$ cat src/rtl/nibble_serial_adder_if.sv
// Valid/ready operand and result bundle for nibble_serial_adder.
// master: producer/consumer side; slave: the adder. ovf only with NSA_SIGNED_OVF_EN.
interface nibble_serial_adder_if #(
    parameter int WIDTH = 16
);
    logic             in_valid;
    logic             in_ready;
    logic [WIDTH-1:0] a;
    logic [WIDTH-1:0] b;
    logic             c_in;
    logic             out_valid;
    logic             out_ready;
    logic [WIDTH-1:0] s;
    logic             c_out;
`ifdef NSA_SIGNED_OVF_EN
    logic             ovf;
`endif

    modport master (
        output in_valid, a, b, c_in, out_ready,
`ifdef NSA_SIGNED_OVF_EN
        input  ovf,
`endif
        input  in_ready, out_valid, s, c_out
    );

    modport slave (
        input  in_valid, a, b, c_in, out_ready,
`ifdef NSA_SIGNED_OVF_EN
        output ovf,
`endif
        output in_ready, out_valid, s, c_out
    );
endinterface

$ cat src/rtl/nibble_serial_adder.sv
// Multi-cycle WIDTH-bit adder: one 4-bit ripple slice, one nibble per clock.
// Ports: clk, rst (async, active-high), bus (slave: in_valid/in_ready, a, b,
// c_in, out_valid/out_ready, s, c_out, ovf when NSA_SIGNED_OVF_EN defined).
// WIDTH must be a multiple of 4 and at least 4.

module ripple_carry_adder (
    input  logic [3:0] a,
    input  logic [3:0] b,
    input  logic       ci,
    output logic [3:0] sum,
    output logic       co
);
    logic [4:0] c;

    always_comb begin
        c    = '0;
        sum  = '0;
        c[0] = ci;
        for (int i = 0; i < 4; i++) begin
            sum[i]   = a[i] ^ b[i] ^ c[i];
            c[i+1]   = (a[i] & b[i]) | (c[i] & (a[i] ^ b[i]));
        end
        co = c[4];
    end
endmodule

module nibble_serial_adder #(
    parameter int WIDTH = 16
) (
    input  logic                clk,
    input  logic                rst,
    nibble_serial_adder_if.slave bus
);
    localparam int NIB = WIDTH / 4;
    localparam int KW  = (NIB > 1) ? $clog2(NIB) : 1;

    typedef enum logic [1:0] {
        IDLE,
        ADD,
        DONE
    } state_t;

    state_t           state_q;
    state_t           state_d;
    logic [KW-1:0]    k_q;
    logic [WIDTH-1:0] a_q;
    logic [WIDTH-1:0] b_q;
    logic [WIDTH-1:0] s_q;
    logic             carry_q;
    logic             c_out_q;
    logic [3:0]       nib_sum;
    logic             nib_co;
    logic             accept;
    logic             last;

    assign accept = (state_q == IDLE) && bus.in_valid;
    assign last   = (k_q == KW'(NIB - 1));

    // Operands shift right so the slice always sees the current nibble
    // in the low four bits.
    ripple_carry_adder u_slice (
        .a   (a_q[3:0]),
        .b   (b_q[3:0]),
        .ci  (carry_q),
        .sum (nib_sum),
        .co  (nib_co)
    );

    always_ff @(posedge clk or posedge rst) begin
        if (rst) begin
            state_q <= IDLE;
        end else begin
            state_q <= state_d;
        end
    end

    always_comb begin
        state_d = state_q;
        unique case (state_q)
            IDLE: if (bus.in_valid) state_d = ADD;
            ADD:  if (last) state_d = DONE;
            DONE: if (bus.out_ready) state_d = IDLE;
            default: state_d = IDLE;
        endcase
    end

    always_ff @(posedge clk or posedge rst) begin
        if (rst) begin
            k_q     <= '0;
            a_q     <= '0;
            b_q     <= '0;
            s_q     <= '0;
            carry_q <= 1'b0;
            c_out_q <= 1'b0;
        end else if (accept) begin
            k_q     <= '0;
            a_q     <= bus.a;
            b_q     <= bus.b;
            carry_q <= bus.c_in;
        end else if (state_q == ADD) begin
            a_q                      <= a_q >> 4;
            b_q                      <= b_q >> 4;
            s_q[{k_q, 2'b00} +: 4]   <= nib_sum;
            carry_q                  <= nib_co;
            k_q                      <= k_q + 1'b1;
            if (last) begin
                c_out_q <= nib_co;
            end
        end
    end

`ifdef NSA_SIGNED_OVF_EN
    logic ovf_q;
    logic c_into_msb;

    // Carry into the slice's top bit, recovered from its sum bit.
    assign c_into_msb = a_q[3] ^ b_q[3] ^ nib_sum[3];

    always_ff @(posedge clk or posedge rst) begin
        if (rst) begin
            ovf_q <= 1'b0;
        end else if (state_q == ADD && last) begin
            ovf_q <= c_into_msb ^ nib_co;
        end
    end

    assign bus.ovf = ovf_q;
`endif

    assign bus.in_ready  = (state_q == IDLE);
    assign bus.out_valid = (state_q == DONE);
    assign bus.s         = s_q;
    assign bus.c_out     = c_out_q;
endmodule

$ cat src/flat_wrapper.sv
// flat-port wrapper written by rule: the top's interface ports become plain ports
module nibble_serial_adder_flat 
#(
    parameter int WIDTH = 16
)
  (clk, rst, bus_in_valid, bus_a, bus_b, bus_c_in, bus_out_ready, bus_in_ready, bus_out_valid, bus_s, bus_c_out);
  nibble_serial_adder_if #(.WIDTH(WIDTH)) bus_i ();
  input  logic clk;
  input  logic rst;
  input wire logic [$bits(bus_i.in_valid)-1:0] bus_in_valid;
  input wire logic [$bits(bus_i.a)-1:0] bus_a;
  input wire logic [$bits(bus_i.b)-1:0] bus_b;
  input wire logic [$bits(bus_i.c_in)-1:0] bus_c_in;
  input wire logic [$bits(bus_i.out_ready)-1:0] bus_out_ready;
  output wire logic [$bits(bus_i.in_ready)-1:0] bus_in_ready;
  output wire logic [$bits(bus_i.out_valid)-1:0] bus_out_valid;
  output wire logic [$bits(bus_i.s)-1:0] bus_s;
  output wire logic [$bits(bus_i.c_out)-1:0] bus_c_out;
  assign bus_i.in_valid = bus_in_valid;
  assign bus_i.a = bus_a;
  assign bus_i.b = bus_b;
  assign bus_i.c_in = bus_c_in;
  assign bus_i.out_ready = bus_out_ready;
  assign bus_in_ready = bus_i.in_ready;
  assign bus_out_valid = bus_i.out_valid;
  assign bus_s = bus_i.s;
  assign bus_c_out = bus_i.c_out;
  nibble_serial_adder #(.WIDTH(WIDTH)) u_core (.clk(clk), .rst(rst), .bus(bus_i));
endmodule
$ cat config.mk
export PLATFORM = sky130hd
export DESIGN_NAME = nibble_serial_adder_flat
export DESIGN_NICKNAME = d
export VERILOG_FILES = /design/src/rtl/nibble_serial_adder_if.sv /design/src/rtl/nibble_serial_adder.sv /design/src/flat_wrapper.sv
export SDC_FILE = /design/constraint.sdc
export NUM_CORES = 1
export LEC_CHECK = 0
export ABC_AREA = 1
export CORE_MARGIN = 2
export CORE_UTILIZATION = 47
export CTS_BUF_LIST = sky130_fd_sc_hd__clkbuf_2
export CTS_CLUSTER_DIAMETER = 50
export DETAILED_ROUTE_END_ITERATION = 12
export GPL_ROUTABILITY_DRIVEN = 0
export PLACE_DENSITY_LB_ADDON = 0.3
export SLEW_MARGIN = 0
export SYNTH_ARGS = -nofsm -noshare
export SYNTH_HDL_FRONTEND = slang
export SYNTH_SLANG_ARGS = --single-unit
$ cat constraint.sdc
create_clock -name clk -period 2.2 [get_ports clk]
set_input_delay 0.44 -clock clk [delete_from_list [all_inputs] [get_ports clk]]
set_output_delay 0.44 -clock clk [all_outputs]
set_load 0.02 [all_outputs]
==> impl_summary.log, run 1 <==
INFO  metric status = completed
INFO  metric yosys.area_share.xor_xnor = 0
INFO  metric regArea = 1350 um2
INFO  metric setup_viol_count_final = 0
INFO  metric detailed_place_hpwl = a little under 4 mm
INFO  metric cts-root-buf = clkbuf_2
INFO  metric synth_top_family_by_area = simple AND/OR/NAND/NOR gates
INFO  metric netlist.top_cell.by_area = dfrtp_1
INFO  metric period_share = 0.992
INFO  metric globalRouteTotalUtil = 0.188
INFO  metric num_antenna_cells = 0
INFO  metric worstReg2RegStart = u_core.carry_q
INFO  metric port_buffers = 55
INFO  metric worst_hold_slack = 0.327 ns
INFO  metric ys_seq_elements = 54
INFO  metric min-delay-path-class = in -> async
INFO  metric ys_types = 20
INFO  metric endpoint_kind = flip-flop
INFO  metric clock_tree.buffer_depth = 2
INFO  metric cp_cell_sequence = inv_2, fa_2, fa_2, inv_2, fa_2, fa_1, nand3_1, inv_1, nand2_1, nand2_1
INFO  metric ff2ff_path_depth = 10
INFO  metric fin_skew = 0.0141 ns
INFO  metric grt_pass1_wl = 9.12 mm
INFO  metric core = 5410 um2
INFO  metric initial_core_util = 0.479
INFO  metric final_antenna_net_count = 0
INFO  metric multiInputGateArea = 1090 um2
INFO  metric grt_overflow = 0
INFO  metric maxSlewHeadroom = 0.518
INFO  metric cts_tree = done
INFO  metric critical_path.slowest_cell = fa_1
INFO  metric drt-wirelength-per-cell = roughly 12 um
INFO  metric cts_buf_count = 5
INFO  metric crit_type = reg -> reg
INFO  metric placed_cell_area = 3210 um2
INFO  metric drc_errors = 0
INFO  metric critPathMostFrequentCell = fa_2
INFO  metric grt_antenna_before_repair = 0
INFO  metric post_synth_fa_ha_maj_area_fraction = 0.0599
INFO  metric cp_data_arrival_time = 2.54 ns
INFO  metric synth.yosys.seq_area_share = 0.522
INFO  metric total_leakage_power = 1.65 nW
INFO  metric insertion_delay = 0.43 ns
INFO  metric drv_cap = 0
INFO  metric final-max-slew-violation-count = 0
INFO  metric drive_above_1_share = 0.0790
INFO  metric area_growth = 26.3%
INFO  metric worst_r2r_endpoint = u_core.bus.s[15]
INFO  metric timing.reg2reg.setup_slack = 0.02 ns
INFO  metric synth-compound-area-share = 0.0198
INFO  metric worst-slew-pin-transition = 0.723 ns
INFO  metric total_power_density_per_cell_area = between 1000 and 1500 nW/um2
INFO  metric routed_via_density = 5.01
INFO  metric peakVddDrop = 477 uV
INFO  metric length_of_the_first_detailed_routing_pass_in_iterations = 4
INFO  metric fin_nets = 414
INFO  metric clock_sinks = 54
INFO  metric syn_nets = 358
INFO  metric detail_route.wirelength = 5.38 mm
INFO  metric grt_setup_unrepaired = yes
INFO  metric htree_levels = 2
INFO  metric clkSlewWorstSetupHoldPaths = roughly 0.24 ns
INFO  metric final.fill_count = 521
INFO  metric setup.worst_path.start_class = flip-flop
INFO  metric vias = 2,199
INFO  metric share_of_the_synthesized_area_in_the_top_cell_type = 0.522
INFO  metric synthTopCellsByArea = dfrtp_1 52%, nand2_1 17%, nand3_1 13%
INFO  metric yosysWarnings = 0
INFO  metric fin_area = between 3000 and 4000 um2
INFO  metric die_w = 78.2 um
INFO  metric utilization = 0.605
INFO  metric finalPower = 4.12 mW
INFO  metric first_iter_violations = 81
INFO  metric layout_min_cycle_time = 2.18 ns
INFO  metric die_y = ~80 um
INFO  metric synth.mux.area_fraction = 0
INFO  metric timing.critical_path.required = 2.56 ns
INFO  metric synth.cell_area = between 2000 and 3000 um2
INFO  metric timing.final.hold_violations = 0
INFO  metric pin_count_of_the_biggest_net_entering_global_routing = 55
INFO  metric die-area = around 6100 um2
INFO  metric crit_path_max_fanout = 2
INFO  metric tns = 0 ns
INFO  metric std_cell_rows = 27
INFO  metric pin_count = 56
INFO  metric syn_inst = 311
INFO  metric syn_avg_cell_area = 8.32 um2
INFO  metric first_global_vias = around 2,100
INFO  metric timing.fmax = 458 MHz
INFO  metric synth_simple_gate_area_frac = 0.339
INFO  metric slowest_delay = about 0.44 ns
layout by cell type, fill, tap and decap left out, drive strengths merged:
cell,count
nand3b,4
nand2,118
nand4,1
ha,6
o21ai,8
nor2,14
dlygate4sd2,2
nand3,66
clkbuf,7
o31ai,1
fa,4
clkdlybuf4s50,53
inv,21
dfrtp,54
buf,8
cells by family (layout without fill, tap and decap cells):
| family | after synthesis | in the layout |
|---|---|---|
| AO/OA/AOI/OAI | 9 | 9 |
| adder cells (fa/ha/maj) | 10 | 10 |
| buffers and inverters | 35 | 91 |
| flip-flops | 54 | 54 |
| AND/OR/NAND/NOR | 203 | 203 |
worst max-delay path, delay by kind of cell (launching register included):
kind                     cells  cell delay (ns)
AND/OR/NAND/NOR              3             0.21
flip-flops                   1             0.41
adder cells (fa/ha/maj)      4             1.34
buffers and inverters        3             0.16
where the power goes:
part	total (mW)	internal, mW	switching (mW)
clock network	0.369	0.0825	0.287
registers	1.67	1.37	0.297
logic	2.08	0.829	1.25
layer usage:
metal / track usage / part of all wire
met5: 0 / 0
met4: 0.0491 / 0.0058
met3: 0.0483 / 0.043
met2: 0.316 / 0.50
met1: 0.244 / 0.45
repair_timing:
item                                    in CTS  in global routing
endpoints found under the setup margin       6                  4
hold buffers                                 0                  0
endpoints found under the hold margin        0                  0
setup buffers                                1                  1
gates resized for setup                      8                  3
pin swaps                                    2                  2
gates cloned                                 0                  0
layout make-up:
class / instances / area share
timing repair buffer: 63 / 0.190
sequential: 54 / 0.414
inverter: 21 / 0.0241
clock buffer: 7 / 0.0107
multi-input combinational: 222 / 0.334
tap: 72 / 0.0275
state kept, by name (all words and copies together) (netlist names):
| register | cells |
|---|---|
| u_core.a_q | 16 |
| u_core.b_q | 16 |
| u_core.bus.c_out | 1 |
| u_core.bus.s | 16 |
| u_core.carry_q | 1 |
| u_core.k_q | 2 |
| u_core.state_q | 2 |
worst max path at each step:
| stage | end | start | slack (ns) | depth (start not counted) |
|---|---|---|---|---|
| finish | u_core.bus.s[15] | u_core.carry_q | 0.02 | 10 |
| global route | u_core.bus.s[3] | u_core.carry_q | -0.1 | 10 |
| CTS | u_core.bus.s[11] | u_core.carry_q | -0.002 | 10 |
| floorplan | u_core.bus.s[3] | u_core.carry_q | 0.05 | 10 |
| detailed placement | u_core.bus.s[15] | u_core.carry_q | -0.07 | 10 |
| global placement | u_core.bus.s[15] | u_core.carry_q | -0.02 | 10 |
Yosys cell counts (all sizes together):
library cell / instances
nand2: 118
nand3: 66
dfrtp: 54
inv: 21
nor2: 14
buf: 13
o21ai: 8
ha: 6
fa: 4
nand3b: 4
clkbuf: 1
nand4: 1
o31ai: 1
stage by stage:
stage | std cells | setup slack (ns)
floorplan | 311 | 0.0529
global placement | 430 | -0.0157
detailed placement | 430 | -0.0698
CTS | 438 | -0.00180
global route | 439 | -0.0975
finish | 439 | 0.0185
No activity file was read; power rests on OpenSTA's default activity.
==> run 2, diff against run 1 <==
Settings changed: PLACE_DENSITY from default to 0.8, PLACE_DENSITY_LB_ADDON 0.3 to default.
==> run 2 against run 1 <==
The run now ends with negative setup slack left. First-iteration DRC count is the same. Worst setup slack lost 0.046 ns. Global-route usage shrank 0.11 points. Clock power grew 65%. Critical path type unchanged.
==> impl_summary.log, run 2 (synthesis results as in run 1) <==
INFO  metric drv_cap = 0 (unchanged)
INFO  metric final-max-slew-violation-count = 0 (unchanged)
INFO  metric detailed_place_hpwl = 3.87 mm (about the same)
INFO  metric violations = negative setup slack
INFO  metric pin_count_of_the_biggest_net_entering_global_routing = 36 (was 55)
INFO  metric first_iter_violations = 81 (unchanged)
INFO  metric finalPower = 4.34 mW (was 4.12 mW)
INFO  metric num_antenna_cells = 0 (unchanged)
INFO  metric layout_min_cycle_time = 2.23 ns (was 2.18 ns)
INFO  metric total_power_density_per_cell_area = 1300 nW/um2 (was 1260 nW/um2)
INFO  metric crit_path_max_fanout = 2 (unchanged)
INFO  metric maxSlewHeadroom = 0.694 (was 0.518)
INFO  metric grt_pass1_wl = 9.18 mm (was 9.12 mm)
INFO  metric clkSlewWorstSetupHoldPaths = 0.25 ns (was 0.24 ns)
INFO  metric area_growth = 28.6% (was 26.3%)
INFO  metric layout_commonest_cell = nand2_1 (unchanged)
INFO  metric timing.final.hold_violations = 0 (unchanged)
INFO  metric postCtsHoldBufs = 0 (unchanged)
INFO  metric period_share = 1.01 (was 0.992)
INFO  metric cts_buf_count = 5 (unchanged)
INFO  metric grt_overflow = 0 (unchanged)
INFO  metric setup_viol_count_final = 2 (was 0)
INFO  metric std_cell_rows = 27 (unchanged)
INFO  metric cts-root-buf = clkbuf_2 (unchanged)
INFO  metric drive_above_1_share = 0.0736 (was 0.0790)
INFO  metric drt-wirelength-per-cell = 12.2 um (was 12.3 um)
INFO  metric insertion_delay = 0.44 ns (was 0.43 ns)
INFO  metric routed_via_density = 5.00 (was 5.01)
INFO  metric fin_nets = 413 (was 414)
INFO  metric grt_antenna_before_repair = 0 (unchanged)
INFO  metric globalRouteTotalUtil = 0.187 (was 0.188)
INFO  metric fin_skew = 0.0167 ns (was 0.0141 ns)
INFO  metric die-area = 6120 um2 (unchanged)
INFO  metric cp_data_arrival_time = 2.58 ns (was 2.54 ns)
INFO  metric timing.critical_path.required = 2.56 ns (about the same)
INFO  metric min-delay-path-class = in -> async (unchanged)
INFO  metric status = finished with violations (was completed)
INFO  metric regArea = 1350 um2 (unchanged)
INFO  metric setup_slack = -0.0272 ns (was 0.0185 ns)
INFO  metric final_antenna_net_count = 0 (unchanged)
INFO  metric length_of_the_first_detailed_routing_pass_in_iterations = 4 (unchanged)
INFO  metric grt_setup_unrepaired = yes (unchanged)
INFO  metric pin_count = 56 (unchanged)
INFO  metric cts_tree = done (unchanged)
INFO  metric peakVddDrop = 518 uV (was 477 uV)
INFO  metric vias = 2,193 (was 2,199)
INFO  metric clock_sinks = 54 (unchanged)
INFO  metric port_buffers = 55 (unchanged)
INFO  metric drc_errors = 0 (unchanged)
INFO  metric die_w = 78.2 um (unchanged)
INFO  metric worst_hold_slack = 0.271 ns (was 0.327 ns)
INFO  metric timing.fmax = 449 MHz (was 458 MHz)
INFO  metric endpoint_kind = flip-flop (unchanged)
INFO  metric initial_core_util = 0.479 (unchanged)
INFO  metric final.fill_count = 492 (was 521)
INFO  metric clock_tree.buffer_depth = 2 (unchanged)
INFO  metric placed_cells = 429 (was 430)
INFO  metric worst-slew-pin-transition = 0.459 ns (was 0.723 ns)
INFO  metric crit_type = reg -> reg (unchanged)
INFO  metric core = 5410 um2 (unchanged)
INFO  metric total_leakage_power = 1.67 nW (was 1.65 nW)
INFO  metric first_global_vias = 2,111 (was 2,079)
INFO  metric layoutNonFillerInstCount = 439 (unchanged)
INFO  metric htree_levels = 2 (unchanged)
INFO  metric detail_route.wirelength = 5.36 mm (was 5.38 mm)
INFO  metric setup.worst_path.start_class = flip-flop (unchanged)
INFO  metric die_y = 78.2 um (unchanged)
INFO  metric multiInputGateArea = 1090 um2 (unchanged)
INFO  metric layout.cells.most_common_list = 118 x nand2_1, 65 x nand3_1, 53 x clkdlybuf4s50_1, 53 x dfrtp_1, 17 x inv_1 (was 118 x nand2_1, 65 x nand3_1, 53 x clkdlybuf4s50_1, 53 x dfrtp_1, 16 x inv_1)
run 2: cell count changes in the layout (fill, tap and decap cells not counted):
cell | before | now
buf_12 | 1 | 2
buf_4 | 7 | 5
bufinv_16 | 0 | 2
clkbuf_2 | 7 | 5
clkinv_1 | 0 | 1
inv_1 | 16 | 17
inv_2 | 5 | 4
run 2: path summary, 6_finish.rpt:
kind                                start              end  slack (ns)  cells past startpoint
max                        u_core.carry_q  u_core.bus.s[3]       -0.03                     10
min                                   rst    u_core.b_q[2]        0.27                      2
max reg2reg                u_core.carry_q  u_core.bus.s[3]       -0.03                     10
min reg2reg                u_core.a_q[12]   u_core.a_q[12]        0.51                      2
max in group asynchronous             rst    u_core.k_q[1]        1.41                      3
min in group clk                bus_b[13]   u_core.b_q[13]        0.51                      3
run 2: worst max-delay path, cell delays in order, from the launching register on:
cell	delay [ns]
dfrtp_1	0.43
inv_2	0.05
fa_2	0.38
fa_2	0.34
inv_2	0.06
fa_2	0.19
fa_1	0.43
inv_1	0.09
nor2_2	0.04
nand3_1	0.10
nand2_1	0.05
run 2: layout make-up:
| cell class | count | share of cell area |
|---|---|---|
| clock buffers | 5 | 0.00752 |
| inverters | 21 | 0.0237 |
| multi-input cells | 222 | 0.328 |
| clock inverters | 3 | 0.0192 |
| well taps | 72 | 0.0271 |
| repair buffers | 62 | 0.188 |
| flip-flops and latches | 54 | 0.406 |
run 2: metal layers:
| layer | wire length, um | track usage | up-vias |
|---|---|---|---|
| li1 | - | - | 1101 |
| met1 | 2440 | 0.233 | 1023 |
| met2 | 2630 | 0.336 | 64 |
| met3 | 241 | 0.0391 | 5 |
| met4 | 45 | 0.0386 | 0 |
| met5 | 0 | 0 | - |
run 2: through the flow:
stage           util  TNS [ns]  worst slack, ns  area (um2)
6_report       0.616   -0.0342          -0.0272        3330
5_1_grt        0.616    -0.239          -0.0972        3330
4_1_cts        0.615   -0.0202          -0.0161        3320
3_5_place_dp   0.595    -0.160          -0.0520        3220
3_3_place_gp   0.595   -0.0258          -0.0160        3220
2_1_floorplan      -         0           0.0529        2590
run 2: what timing repair did:
| action | CTS | global route |
|---|---|---|
| gates cloned | 0 | 0 |
| setup buffers | 1 | 1 |
| pin swaps | 3 | 1 |
| setup endpoints to repair | 6 | 4 |
| hold endpoints to repair | 0 | 0 |
| gates resized for setup | 9 | 1 |
run 2: power by group:
part | internal, mW | leakage, nW | total, mW | switching [mW]
Sequential | 1.37 | 0.709 | 1.67 | 0.295
Combinational | 0.812 | 0.908 | 2.06 | 1.25
Clock | 0.302 | 0.0506 | 0.610 | 0.308
Total | 2.49 | 1.67 | 4.34 | 1.85
